[src/rtl/pipe_ctrl_pkg.sv]
// Shared pipeline-control definitions: control bundle width, bit positions
// and the default kill mask used by the EX->MEM squash stage.
package pipe_ctrl_pkg;

   localparam int CTRL_W        = 6;

   localparam int CTRL_BRANCH   = 0;
   localparam int CTRL_JUMP     = 1;
   localparam int CTRL_MEMREAD  = 2;
   localparam int CTRL_MEMWRITE = 3;
   localparam int CTRL_MEMTOREG = 4;
   localparam int CTRL_REGWRITE = 5;

   localparam logic [CTRL_W-1:0] KILL_ALL = {CTRL_W{1'b1}};

   localparam int SQ_CNT_W      = 4;

endpackage

[src/rtl/squash_window_ctr.sv]
// Reload/decrement counter defining the squash window that follows a
// branch misprediction; active covers the asserting cycle plus the tail.
module squash_window_ctr
   import pipe_ctrl_pkg::*;
#(
   parameter int SQUASH_CYCLES = 1
) (
   input  logic                clk,
   input  logic                reset,
   input  logic                load,
   input  logic                en,
   output logic                active,
   output logic [SQ_CNT_W-1:0] cnt
);

   localparam logic [SQ_CNT_W-1:0] RELOAD = SQ_CNT_W'(SQUASH_CYCLES - 1);

   logic [SQ_CNT_W-1:0] r_cnt_p1;

   generate
      if (SQUASH_CYCLES < 1 || SQUASH_CYCLES > 15) begin : g_bad_cycles
         $error("SQUASH_CYCLES must be in 1..15");
      end
   endgenerate

   // Reload wins over hold so a misprediction during a stall restarts the window.
   always_ff @(posedge clk) begin
      if (reset) begin
         r_cnt_p1 <= '0;
      end else if (load) begin
         r_cnt_p1 <= RELOAD;
      end else if (en && r_cnt_p1 != '0) begin
         r_cnt_p1 <= r_cnt_p1 - 1'b1;
      end
   end

   assign active = load | (r_cnt_p1 != '0);
   assign cnt    = r_cnt_p1;

endmodule

[src/rtl/ex_mem_squash_stage.sv]
// EX->MEM pipeline register that kills control bits for a configurable
// window after a misprediction, honours stall and counts squashed work.
module ex_mem_squash_stage
   import pipe_ctrl_pkg::*;
#(
   parameter int                CTRL_W        = pipe_ctrl_pkg::CTRL_W,
   parameter int                DATA_W        = 32,
   parameter int                SQUASH_CYCLES = 1,
   parameter logic [CTRL_W-1:0] KILL_MASK     = {CTRL_W{1'b1}}
) (
   input  logic              clk,
   input  logic              reset,
   input  logic [CTRL_W-1:0] ctrl_in,
   input  logic [DATA_W-1:0] data_in,
   input  logic              valid_in,
   input  logic              stall,
   input  logic              wrong_prediction,
   output logic [CTRL_W-1:0] ctrl_out,
   output logic [DATA_W-1:0] data_out,
   output logic              valid_out,
   output logic              squash_active,
   output logic [15:0]       squashed_total
);

   logic                w_kill;
   logic                w_load;
   logic [SQ_CNT_W-1:0] w_cnt;
   logic [CTRL_W-1:0]   w_ctrl_masked;

   logic [CTRL_W-1:0]   r_ctrl_p1;
   logic [DATA_W-1:0]   r_data_p1;
   logic                r_vld_p1;
   logic [15:0]         r_squashed_total;

   squash_window_ctr #(
      .SQUASH_CYCLES (SQUASH_CYCLES)
   ) u_window (
      .clk    (clk),
      .reset  (reset),
      .load   (wrong_prediction),
      .en     (!stall),
      .active (w_kill),
      .cnt    (w_cnt)
   );

   // A misprediction overrides stall so a held wrong-path entry gets killed.
   assign w_load        = wrong_prediction | ~stall;
   assign w_ctrl_masked = ctrl_in & ~KILL_MASK;

   // ---- EX -> MEM register boundary ----
   always_ff @(posedge clk) begin
      if (reset) begin
         r_ctrl_p1        <= '0;
         r_data_p1        <= '0;
         r_vld_p1         <= 1'b0;
         r_squashed_total <= '0;
      end else if (w_load) begin
         r_data_p1 <= data_in;
         if (w_kill) begin
            r_ctrl_p1 <= w_ctrl_masked;
            r_vld_p1  <= 1'b0;
            if (valid_in && r_squashed_total != 16'hFFFF) begin
               r_squashed_total <= r_squashed_total + 16'd1;
            end
         end else begin
            r_ctrl_p1 <= valid_in ? ctrl_in : w_ctrl_masked;
            r_vld_p1  <= valid_in;
         end
      end
   end

   assign ctrl_out       = r_ctrl_p1;
   assign data_out       = r_data_p1;
   assign valid_out      = r_vld_p1;
   assign squash_active  = w_kill;
   assign squashed_total = r_squashed_total;

endmodule

[config.mk]
export PLATFORM = sky130hd
export DESIGN_NAME = ex_mem_squash_stage
export DESIGN_NICKNAME = d
export VERILOG_FILES = /design/src/rtl/pipe_ctrl_pkg.sv /design/src/rtl/squash_window_ctr.sv /design/src/rtl/ex_mem_squash_stage.sv
export SDC_FILE = /design/constraint.sdc
export NUM_CORES = 1
export LEC_CHECK = 0
export ABC_AREA = 0
export CORE_MARGIN = 3
export CORE_UTILIZATION = 40
export CTS_BUF_LIST = sky130_fd_sc_hd__clkbuf_4 sky130_fd_sc_hd__clkbuf_8 sky130_fd_sc_hd__clkbuf_16
export DETAILED_ROUTE_END_ITERATION = 8
export GPL_TIMING_DRIVEN = 0
export PLACE_DENSITY = 0.75
export SLEW_MARGIN = 20
export SYNTH_ARGS = -nofsm -noshare
export SYNTH_HDL_FRONTEND = slang
export SYNTH_SLANG_ARGS = --single-unit
[constraint.sdc]
create_clock -name clk -period 5.5 [get_ports clk]
set_clock_uncertainty 0.15 [all_clocks]
set_input_delay 1.1 -clock clk [delete_from_list [all_inputs] [get_ports clk]]
set_output_delay 1.1 -clock clk [all_outputs]
set_load 0.01 [all_outputs]
==> impl_metrics.env <==
export IMPL_dr_first_iter_drc_count=62
export IMPL_use_met2_pct=30.51
export IMPL_clk_latency_ps=320
export IMPL_grt_overflow=0
export IMPL_endpoint_kind="output port"
export IMPL_vdd_drop_max_v=0.0001537
export IMPL_synth_ff_type="dfxtp_1"
export IMPL_holdWs_ps=300.3
export IMPL_cts_setup_buffers=0
export IMPL_synthTopCellsByArea="dfxtp_1 (49%), nand2_1 (11%), a21oi_1 (7.3%)"
export IMPL_fin_nets=435
export IMPL_chipHeight_microns=83.68
export IMPL_cts_sinks=59
export IMPL_rsz0062_at_grt="no"
export IMPL_antenna_left=0
export IMPL_required_ps=4250
export IMPL_fin_util_pct=64.46
export IMPL_dpl_cell_count=450
export IMPL_rr_worst_depth=6
export IMPL_boundaryPins=99
export IMPL_row_count=27
export IMPL_grt_use_met1_pct=21.63
export IMPL_syn_avg_cell_area_sq_um=8.589
export IMPL_htree_levels=3
export IMPL_async_reset_ff_share_pct=0
export IMPL_yosysTopAreaCell="dfxtp_1"
export IMPL_yosysWarnings=0
export IMPL_synth_top_area_share_pct=48.94
export IMPL_ys_seq_area_share_pct=48.94
export IMPL_initial_utilization_pct=42.53
export IMPL_synth_cell_types=36
export IMPL_area_delta_synth_final_pct=51.58
export IMPL_synthCells=281
export IMPL_core_area_sq_um=5675
export IMPL_min_path_cells=2
export IMPL_num_antenna_cells=0
export IMPL_hold_class="reg -> reg"
export IMPL_min_to="data_out[6]"
export IMPL_dp_hpwl_microns=4720
export IMPL_max_cap_violations=0
export IMPL_fin_crit_sh_pct=73.24
export IMPL_cts_hold_fix_buffers=0
export IMPL_cp_max_fo=7
export IMPL_ys_seq_elements=59
export IMPL_wirelength_microns=6347
export IMPL_synth_area_sq_um=2414
export IMPL_startpoint_type="input pin"
export IMPL_synth_edf_count=0
export IMPL_cts_max_path_buffers=2
export IMPL_use_met3_pct=7.009
export IMPL_cts_resized=0
export IMPL_leakagePower_nw=1.326
export IMPL_setup_viol=0
export IMPL_relSlewSlack_pct=63.92
export IMPL_maxSlewViolCount=0
export IMPL_grt_pass1_vias=2292
export IMPL_status="finished clean"
export IMPL_grtUsageTotal_pct=18.44
export IMPL_gp_congestion=0.8247
export IMPL_busiest_layer="met2"
export IMPL_power_mw=0.9301
export IMPL_wire_per_inst_microns=13.62
export IMPL_grt_first_pass_wirelength_microns=10570
export IMPL_die_x_microns=83.68
export IMPL_reg2reg_to="squashed_total[12]"
export IMPL_vias_per_cell=4.910
export IMPL_drcViolationCount=0
export IMPL_antenna_found_initial=0
export IMPL_cts_root_buffer="clkbuf_8"
export IMPL_max_freq_mhz=248.3
export IMPL_power_density_nw_per_um2=254.2
export IMPL_vias=2288
export IMPL_syn_nets=327
export IMPL_rrSetupSlack_ps=3400
export IMPL_instances_no_fill=466
export IMPL_arrival_ps=2780
export IMPL_dieArea_sq_um=7002
export IMPL_cts_tree="done"
export IMPL_min_delay_start="data_out[6]"
export IMPL_worst_slew_pin_slew_ps=537.2
export IMPL_critPathLaunch="wrong_prediction"
export IMPL_numCtsBuffers=9
export IMPL_timing_hold_violations_final=0
export IMPL_setup_tns_ps=0
export IMPL_drive_gt1_share_pct=7.868
export IMPL_grt_max_degree=11
export IMPL_timing_rr_start="squashed_total[0]"
export IMPL_dr_pass1_iters=4
export IMPL_period_needed_ps=4028
export IMPL_critPathKind="in -> out"
export IMPL_io_buffers=97
export IMPL_clk_pin_slew_ps=70
-- registers in the layout, indices dropped and copies added, names as in the netlist --
register        cells
data_out           32
squashed_total     16
ctrl_out            6
u_window.cnt        4
valid_out           1
-- cell usage after synthesis, types with 2 or more instances --
library cell / n
a21oi_1: 35
a22oi_1: 6
and4_1: 2
clkbuf_1: 12
dfxtp_1: 59
ha_1: 3
inv_1: 2
nand2_1: 73
nand2b_1: 2
nand3_1: 4
nand4_1: 5
nor2_1: 26
nor3_1: 9
nor4_1: 4
nor4_2: 2
nor4_4: 2
xnor2_1: 15
xor2_1: 2
-- worst max path at each step --
| stage | endpoint | slack, ps | cells after the start |
|---|---|---|---|
| floorplan | squash_active | 2520 | 2 |
| global placement | squash_active | 1470 | 4 |
| detailed placement | squash_active | 1450 | 4 |
| CTS | squash_active | 1450 | 4 |
| global route | squash_active | 1420 | 4 |
| finish | squash_active | 1470 | 4 |
-- cells by family after synthesis --
group	Yosys count	share of synthesized area (%)
adders and majority gates	3	1.555
DFF	59	48.94
buffers and inverters	19	3.939
xor gates and xnor gates	17	6.169
and+or+nand+nor	137	28.30
AOI/OAI and AO/OA	46	11.09
-- routing by layer --
metal / vias up / wire, microns
met3: 13 / 472
li1: 1161 / -
met1: 1032 / 2720
met2: 82 / 3043
met5: - / 0
met4: 0 / 110
-- through the flow --
step / cell area [sq um] / worst slack (ps)
after floorplan: 2414 / 2520
after global placement: 3475 / 1473
after detailed placement: 3475 / 1448
after CTS: 3659 / 1447
after global routing: 3659 / 1419
final: 3659 / 1472
-- report_power, final --
group	leakage (nW)	total, mW	switching [mW]	internal (mW)
clock	0.0918	0.356	0.165	0.191
combinational	0.751	0.120	0.0512	0.0688
sequential	0.483	0.454	0.00986	0.444
-- final cells by class --
type | instances | area (sq um)
Buffer | 17 | 87.58
Clock buffer | 12 | 158.9
Clock inverter | 4 | 25.02
Fill cell | 500 | 2017
Inverter | 2 | 7.507
Multi-Input combinational cell | 203 | 1137
Sequential cell | 59 | 1181
Tap cell | 72 | 90.09
Timing Repair Buffer | 97 | 970.9
-- layout by cell type (no fill, tap or decap), drive strengths merged, types with 2 or more instances in the layout --
| master | Yosys | routed |
|---|---|---|
| a21oi | 36 | 36 |
| buf | 5 | 5 |
| nand4 | 6 | 6 |
| clkinvlp | 0 | 2 |
| and4 | 2 | 2 |
| nor4 | 8 | 8 |
| nand2b | 2 | 2 |
| clkinv | 0 | 2 |
| xnor2 | 15 | 15 |
| inv | 2 | 2 |
| xor2 | 2 | 2 |
| nor3 | 9 | 9 |
| a22oi | 6 | 6 |
| nor2 | 27 | 27 |
| clkdlybuf4s50 | 0 | 97 |
| nand2 | 73 | 73 |
| ha | 3 | 3 |
| dfxtp | 59 | 59 |
| clkbuf | 12 | 24 |
| nand3 | 5 | 5 |
-- critical path, cell delays in order --
cell,delay (ps)
clkdlybuf4s50_1,520
or4b_1,520
buf_6,150
clkdlybuf4s50_1,480
Power figures use the tool's default switching activity.
